### src/rtl/mem_access_pkg.sv
// Shared encodings for the data-memory access stage: ld_sel codes and FSM states.
// Latency: n/a (definitions only).
// Backpressure: n/a.
package mem_access_pkg;

    // ld_sel encoding driven by the main decoder
    localparam logic [3:0] LS_W  = 4'd0;
    localparam logic [3:0] LS_B  = 4'd1;
    localparam logic [3:0] LS_BU = 4'd2;
    localparam logic [3:0] LS_H  = 4'd3;
    localparam logic [3:0] LS_HU = 4'd4;
    localparam logic [3:0] LS_SB = 4'd5;
    localparam logic [3:0] LS_SH = 4'd6;

    typedef enum logic [1:0] {
        ST_IDLE = 2'd0,
        ST_BUSY = 2'd1,
        ST_DONE = 2'd2
    } state_e;

endpackage

### src/rtl/mem_access_unit_load_extend.sv
// Lane extraction and sign/zero extension of a returned memory word.
// Latency: purely combinational.
// Backpressure: none; output follows inputs.
module load_extend
    import mem_access_pkg::*;
(
    input  logic [31:0] dm_rdata,
    input  logic [3:0]  ld_sel,
    input  logic [1:0]  off,
    output logic [31:0] ext_data
);

    logic [7:0]  byte_v;
    logic [15:0] half_v;

    // Pick the addressed byte/half, then extend according to the load flavour
    always_comb begin
        byte_v   = dm_rdata[8*off +: 8];
        half_v   = off[1] ? dm_rdata[31:16] : dm_rdata[15:0];
        ext_data = dm_rdata;
        case (ld_sel)
            LS_B:    ext_data = {{24{byte_v[7]}}, byte_v};
            LS_BU:   ext_data = {24'd0, byte_v};
            LS_H:    ext_data = {{16{half_v[15]}}, half_v};
            LS_HU:   ext_data = {16'd0, half_v};
            default: ext_data = dm_rdata;
        endcase
    end

endmodule

### src/rtl/mem_access_unit.sv
// Data-memory access stage: issues one req/ack access per load/store and returns extended load data.
// Latency: accept cycle + BUSY until dm_ack (or TIMEOUT_CYC) + one DONE cycle; minimum 3 cycles.
// Backpressure: stall held from the accept cycle through BUSY; released in DONE. Optional MEM_ACCESS_ALIGN_CHECK_EN.
module mem_access_unit
    import mem_access_pkg::*;
#(
    parameter int unsigned TIMEOUT_CYC = 255
) (
    input  logic        clk,
    input  logic        rstn,
    input  logic        req_valid,
    input  logic        mem_rd,
    input  logic        mem_wr,
    input  logic [3:0]  ld_sel,
    input  logic [31:0] addr,
    input  logic [31:0] wdata,
    output logic        stall,
    output logic        resp_valid,
    output logic [31:0] rdata_out,
    output logic        err,
    output logic        dm_req,
    output logic        dm_we,
    output logic [3:0]  dm_be,
    output logic [31:0] dm_addr,
    output logic [31:0] dm_wdata,
    input  logic        dm_ack,
    input  logic [31:0] dm_rdata
);

    // Counter value on the last BUSY cycle allowed before aborting
    localparam logic [7:0] TO_LAST = 8'(TIMEOUT_CYC - 1);

    state_e      state_q;
    logic [7:0]  cnt_q;
    logic [3:0]  ld_sel_q;
    logic [1:0]  off_q;
    logic        is_wr_q;
    logic        dm_req_q, dm_we_q;
    logic [3:0]  dm_be_q;
    logic [31:0] dm_addr_q, dm_wdata_q;
    logic        resp_valid_q, err_q;
    logic [31:0] rdata_q;

    logic        accept;
    logic [3:0]  be_d;
    logic [31:0] wdata_d;
    logic        misalign_d;
    logic [31:0] ext_data;

    assign accept = req_valid & (mem_rd | mem_wr);

    // Store lane steering; a store wins when rd and wr are both asserted
    always_comb begin
        be_d    = 4'b1111;
        wdata_d = wdata;
        if (mem_wr) begin
            case (ld_sel)
                LS_SB: begin
                    be_d    = 4'b0001 << addr[1:0];
                    wdata_d = {4{wdata[7:0]}};
                end
                LS_SH: begin
                    be_d    = 4'b0011 << {addr[1], 1'b0};
                    wdata_d = {2{wdata[15:0]}};
                end
                default: begin
                    be_d    = 4'b1111;
                    wdata_d = wdata;
                end
            endcase
        end
    end

`ifdef MEM_ACCESS_ALIGN_CHECK_EN
    logic half_acc, word_acc;

    // Classify the access size and flag addresses that do not fit it
    always_comb begin
        if (mem_wr) begin
            half_acc = (ld_sel == LS_SH);
            word_acc = (ld_sel != LS_SB) && (ld_sel != LS_SH);
        end else begin
            half_acc = (ld_sel == LS_H) || (ld_sel == LS_HU);
            word_acc = !((ld_sel == LS_B) || (ld_sel == LS_BU) || half_acc);
        end
        misalign_d = (half_acc && addr[0]) || (word_acc && (addr[1:0] != 2'b00));
    end
`else
    assign misalign_d = 1'b0;
`endif

    load_extend u_load_extend (
        .dm_rdata (dm_rdata),
        .ld_sel   (ld_sel_q),
        .off      (off_q),
        .ext_data (ext_data)
    );

    // Access sequencer: IDLE accepts, BUSY waits for ack or timeout, DONE pulses the response
    always_ff @(posedge clk) begin
        if (!rstn) begin
            state_q      <= ST_IDLE;
            cnt_q        <= '0;
            ld_sel_q     <= '0;
            off_q        <= '0;
            is_wr_q      <= 1'b0;
            dm_req_q     <= 1'b0;
            dm_we_q      <= 1'b0;
            dm_be_q      <= '0;
            dm_addr_q    <= '0;
            dm_wdata_q   <= '0;
            resp_valid_q <= 1'b0;
            err_q        <= 1'b0;
            rdata_q      <= '0;
        end else begin
            case (state_q)
                ST_IDLE: begin
                    resp_valid_q <= 1'b0;
                    err_q        <= 1'b0;
                    cnt_q        <= '0;
                    if (accept) begin
                        ld_sel_q <= ld_sel;
                        off_q    <= addr[1:0];
                        is_wr_q  <= mem_wr;
                        if (misalign_d) begin
                            // Never reaches memory; answer immediately with an error
                            resp_valid_q <= 1'b1;
                            err_q        <= 1'b1;
                            rdata_q      <= '0;
                            state_q      <= ST_DONE;
                        end else begin
                            dm_req_q   <= 1'b1;
                            dm_we_q    <= mem_wr;
                            dm_be_q    <= be_d;
                            dm_addr_q  <= {addr[31:2], 2'b00};
                            dm_wdata_q <= wdata_d;
                            state_q    <= ST_BUSY;
                        end
                    end
                end
                ST_BUSY: begin
                    if (dm_ack) begin
                        dm_req_q     <= 1'b0;
                        rdata_q      <= is_wr_q ? 32'd0 : ext_data;
                        err_q        <= 1'b0;
                        resp_valid_q <= 1'b1;
                        state_q      <= ST_DONE;
                    end else if (cnt_q == TO_LAST) begin
                        dm_req_q     <= 1'b0;
                        rdata_q      <= '0;
                        err_q        <= 1'b1;
                        resp_valid_q <= 1'b1;
                        state_q      <= ST_DONE;
                    end else begin
                        cnt_q <= cnt_q + 8'd1;
                    end
                end
                ST_DONE: begin
                    resp_valid_q <= 1'b0;
                    err_q        <= 1'b0;
                    state_q      <= ST_IDLE;
                end
                default: state_q <= ST_IDLE;
            endcase
        end
    end

    assign stall      = (state_q == ST_BUSY) || ((state_q == ST_IDLE) && accept);
    assign resp_valid = resp_valid_q;
    assign rdata_out  = rdata_q;
    assign err        = err_q;
    assign dm_req     = dm_req_q;
    assign dm_we      = dm_we_q;
    assign dm_be      = dm_be_q;
    assign dm_addr    = dm_addr_q;
    assign dm_wdata   = dm_wdata_q;

endmodule
### config.mk
export PLATFORM = sky130hd
export DESIGN_NAME = mem_access_unit
export DESIGN_NICKNAME = d
export VERILOG_FILES = /design/src/rtl/mem_access_pkg.sv /design/src/rtl/mem_access_unit_load_extend.sv /design/src/rtl/mem_access_unit.sv
export SDC_FILE = /design/constraint.sdc
export NUM_CORES = 1
export LEC_CHECK = 0
export CAP_MARGIN = 30
export CORE_MARGIN = 2
export CORE_UTILIZATION = 47
export CTS_CLUSTER_SIZE = 28
export DETAILED_ROUTE_END_ITERATION = 7
export PLACE_DENSITY = 0.86
export SETUP_SLACK_MARGIN = 0.02
export SYNTH_ARGS = -nofsm -noshare
export SYNTH_HDL_FRONTEND = slang
export SYNTH_SLANG_ARGS = --single-unit
### constraint.sdc
create_clock -name clk -period 3.2 [get_ports clk]
set_input_delay 0.64 -clock clk [delete_from_list [all_inputs] [get_ports clk]]
set_output_delay 0.64 -clock clk [all_outputs]
set_load 0.02 [all_outputs]
After elaboration in Yosys (flattened, before gate mapping):

Index checks and enable logic that the tools add are counted.

* reductions and logical operators: 13
* add/sub/neg operators: 1
* shift operators: 3
* bitwise operators: 2
* muxes and demuxes: 25
* equal/unequal tests: 13

Operators by type and width (count)
* $mux 32: 4
* $pmux 32 s4: 1
* $pmux 32 s2: 1
* $shiftx 32x6->8: 1
* $mux 16: 1
* $mux 8: 2
* $pmux 8 s2: 1
* $eq 4x3->1 const B: 3
* $add 8x1->8 const B: 1
* $eq 4x2->1 const B: 2
* $eq 8x8->1 const B: 1
* $pmux 4 s2: 1
* $reduce_and 2->1: 4
* $mux 1: 6
* $mux 2: 3
* $ne 2x2->1 const B: 3
* $pmux 1 s2: 3
* $reduce_and 3->1: 2
* $reduce_bool 2->1: 3
* $eq 4x1->1 const B: 1
* $mux 4: 1
* $pmux 2 s2: 1
* $shl 1x2->4 const A: 1
* $shl 2x2->4 const A: 1
* 9 further kinds: 9

* output and inout bits: 105
* bits of input ports: 106
* logic and storage cells: 69
* flip-flop bits (word level): 118

Logic depth before layout (Yosys ltp):

Gate-level depths: netlist of run 1.

* depth after elaboration: 4
* gate-level depth with buffers: 7
* mapped depth without buffers: 6

Hierarchy:

From an unflattened synthesis of run 1, not the netlist that was laid out.

* cell total of the unflattened synthesis: 566
* area total of the unflattened synthesis: 5210.0 µm²

Modules (own cells, without submodules)
* mem_access_unit: area each 4301.6 µm², seq. area each 2362.3 µm², cells an instance 461, times used 1
* load_extend: area each 908.4 µm², seq. area each 0.0 µm², cells an instance 105, times used 1

Worst setup path before layout of run 1:

Ideal clock, no wire load.

* path type: input to output
* start point: in req_valid
* end point: out stall
* path slack: 820 ps
* path buffers: 2
* arrival: 1740 ps
* data required time: 2560 ps
* cell stages on the path: 5
* cell sequence: nor3b_1 -> o21ai_1 -> clkbuf_1 -> clkbuf_1 -> nand2_1

* word-level cells in the longest chain between the ends: 3

RTL lines
* start: declaration: RTL line mem_access_unit.sv:11 `input logic req_valid,`
* $and 1x1->1: RTL line mem_access_unit.sv:50 `assign accept = req_valid & (mem_rd | mem_wr);`
* $logic_and 1x1->1: RTL line mem_access_unit.sv:168 `assign stall = (state_q == ST_BUSY) || ((state_q == ST_IDLE) && accept);`
* $logic_or 1x1->1: RTL line mem_access_unit.sv:168
* end: declaration: RTL line mem_access_unit.sv:17 `output logic stall,`

No other way between the ends.

Final worst setup path of run 1:

Ends and elaborated chain as after synthesis.

==> flow_summary.yaml, run 1 <==
critical_path:
  endpoint_kind: "primary output"
  r2r-start: "ld_sel_q[1]"
  reg2reg_slack_ns: 0.86
  worstSetupStartpoint: "req_valid"
  path_max_fanout: 3
  arrival_ns: 2.17
  startpoint_type: "input port"
  crit_required_ns: 2.56
  path_class: "input port to primary output"
clocking:
  numCtsBuffers: 17
  postCtsSetupRepairBufs: 0
  clockBufferDepth: 2
  clk_pin_slew_ns: 0.05
  clkLatencyLatePin_ns: 0.41
  cts_tree: "done"
  ctsResizeCount: 0
  h-tree-depth: 4
  cts_hold_buf: 0
  cts_sinks: 118
  cts-root-buf: "clkbuf_16"
worst_hold_path:
  min_from: "dm_addr[27]"
  hp-class: "register to register"
detailed_routing:
  wl_per_cell_um: 18.3
  drt-total-wl_um: 17600
  drtIter0Drc: 379
  antenna_left: 0
  vias: 5596
  dr.pass1.iters: 5
  drc: 0
  via_per_inst: 5.84
floorplan:
  die_w_um: 111
  coreArea_mm2: 0.0110
  dieArea_mm2: 0.0122
  rows: 38
  start_util_pct: 48.7
  io_pins: 211
  die_h_um: 111
sta:
  rsz0062_at_grt: "no"
  hold_violations: 0
  period_needed_ns: 2.81
  skew_ns: 0.00625
  setup_slack_ns: 0.393
  period_share_pct: 87.7
  slew_viol_final: 0
  max_freq_mhz: 356
  finalSetupViolCount: 0
  fin_tns_setup_ns: 0
  worst_pin_slew_ns: 1.09
  max_slew_margin_pct: 26.6
  hold-worst-slack_ns: 0.451
logic_synthesis:
  syn_inst: 617
  ys_ff_latch: 118
  ys_dominant_reg_cell: "dfxtp_1"
  synth.cell_area_mm2: 0.00535
  syn_area_per_cell_um2: 8.66
  yosysSeqAreaShare_pct: 44.2
  ys_warn_count: 0
  ys_types: 57
  synthArstFlopShare_pct: 0
  synth_edf_count: 0
grt:
  grt_pass1_wl_um: 27900
  overflow: 0
  grt_max_degree: 81
  grt_pass1_vias: 5660
  track_usage_pct: 27.8
  antenna_found_initial: 0
placement:
  io_buffers: 208
  routabilityCongestion: 0.815
  pre_cts_ws_ns: 0.410
  hpwlAfterDp_um: 12200
pwr:
  power_density_mw_per_mm2: 511
  p_sw_uw: 1090
  clock_power_share_pct: 41.3
  finalPower_uw: 4090
  p_leak_uw: 0.00297
  seq_power_share_pct: 39.5
  p_sw_share_pct: 26.7
  p_comb_share_pct: 19.2
  internal_power_uw: 3000
  ir_drop_uv: 395
final_layout:
  area_growth_pct: 49.6
  multi_input_area_mm2: 0.00272
  diodes: 0
  layout_common_cells: "208 x clkdlybuf4s50_1, 118 x dfxtp_1, 98 x nand2_1"
  layout.nets: 914
  drive_gt1_share_pct: 7.70
  nFillCells: 811
  ff_latch_area_mm2: 0.00236
  fin_util_pct: 72.8
  final_common_cell: "clkdlybuf4s50_1"
status:
  status: "completed"
run:
  cap_violations: 0
-- Yosys cell counts (all sizes together), types with 8 or more instances --
library cell / number / area share [%]
dfxtp: 118 / 44
nand2: 98 / 6.9
a21oi: 62 / 5.8
o21ai: 47 / 4.4
clkbuf: 34 / 2.4
nor2: 31 / 2.2
o2bb2ai: 24 / 3.9
and3: 17 / 2.0
buf: 17 / 2.3
o31a: 17 / 2.8
and2: 16 / 1.9
mux2: 15 / 3.2
mux2i: 10 / 1.9
a22oi: 9 / 1.3
inv: 9 / 0.63
a221oi: 8 / 1.6
a2bb2oi: 8 / 1.3
-- kinds of logic (layout without fill, tap and decap cells) --
kind of cell               Yosys count  count (layout)  share of synthesized area (%)
buffers and inverters               60             260                           5.34
muxes                               25              25                           5.03
adders and majority gates            2               2                          0.468
DFF                                118             118                           44.2
other                                1               2                         0.0702
AOI/OAI and AO/OA                  211             211                           27.0
and+or+nand+nor                    197             197                           17.4
xor gates and xnor gates             3               3                          0.492
-- metrics by stage --
step	instance area, µm²	instances
finish	8000	958
global route	8000	958
CTS	8000	958
detailed placement	7470	927
global placement	7470	927
floorplan	5350	618
-- worst paths after layout --
| kind | to | depth (start not counted) |
|---|---|---|
| setup / recovery | stall | 6 |
| hold / removal | dm_addr[27] | 2 |
| hold reg to reg | dm_addr[27] | 2 |
| setup reg to reg | rdata_out[6] | 4 |
-- flip-flops by register name, summed over array words and instances (netlist names) --
signal,flops
dm_wdata,32
rdata_out,32
dm_addr,30
cnt_q,8
dm_be,4
ld_sel_q,4
off_q,2
state_q,2
dm_req,1
dm_we,1
err,1
resp_valid,1
-- power groups by stage --
| stage | clock (µW) | combinational (µW) | sequential [µW] |
|---|---|---|---|
| final | 1690 | 784 | 1620 |
| after global routing | 1770 | 835 | 1620 |
| after CTS | 1710 | 782 | 1610 |
| after detailed placement | 0 | 774 | 1640 |
| after global placement | 0 | 757 | 1640 |
| after floorplan | 0 | 324 | 1710 |
-- final cells by class --
| cell class | instances | share of cell area (%) |
|---|---|---|
| repair buffers | 220 | 27.3 |
| well taps | 140 | 2.19 |
| multi-input cells | 440 | 34.0 |
| inverters | 9 | 0.422 |
| flip-flops and latches | 118 | 29.5 |
| clock buffers | 27 | 6.29 |
| clock inverters | 4 | 0.250 |
-- routing by layer --
| metal | wire [µm] | track usage [%] | vias up | share of wire (%) |
|---|---|---|---|---|
| met3 | 1640 | 11.1 | 53 | 9.3 |
| met1 | 6810 | 30.5 | 2663 | 39 |
| met5 | 0 | 0 | - | 0 |
| met2 | 8430 | 46.7 | 283 | 48 |
| met4 | 664 | 13.9 | 0 | 3.8 |
| li1 | - | - | 2597 | - |
-- worst max-delay path: stages --
cell	delay [ns]
clkdlybuf4s50_1	0.45
nor3b_1	0.17
buf_4	0.16
o21ai_4	0.05
nand2_1	0.06
clkdlybuf4s50_1	0.62
Power figures use the tool's default switching activity.
==> run 2, diff against run 1 <==
--- a/config.mk
+++ b/config.mk
@@ -8,6 +8,7 @@
 export CAP_MARGIN = 30
 export CORE_MARGIN = 2
 export CORE_UTILIZATION = 47
+export CTS_CLUSTER_DIAMETER = 80
 export CTS_CLUSTER_SIZE = 28
 export DETAILED_ROUTE_END_ITERATION = 7
 export PLACE_DENSITY = 0.86
==> results of run 2 <==
No change in the layout: final DEF, timing and power equal those of run 1.
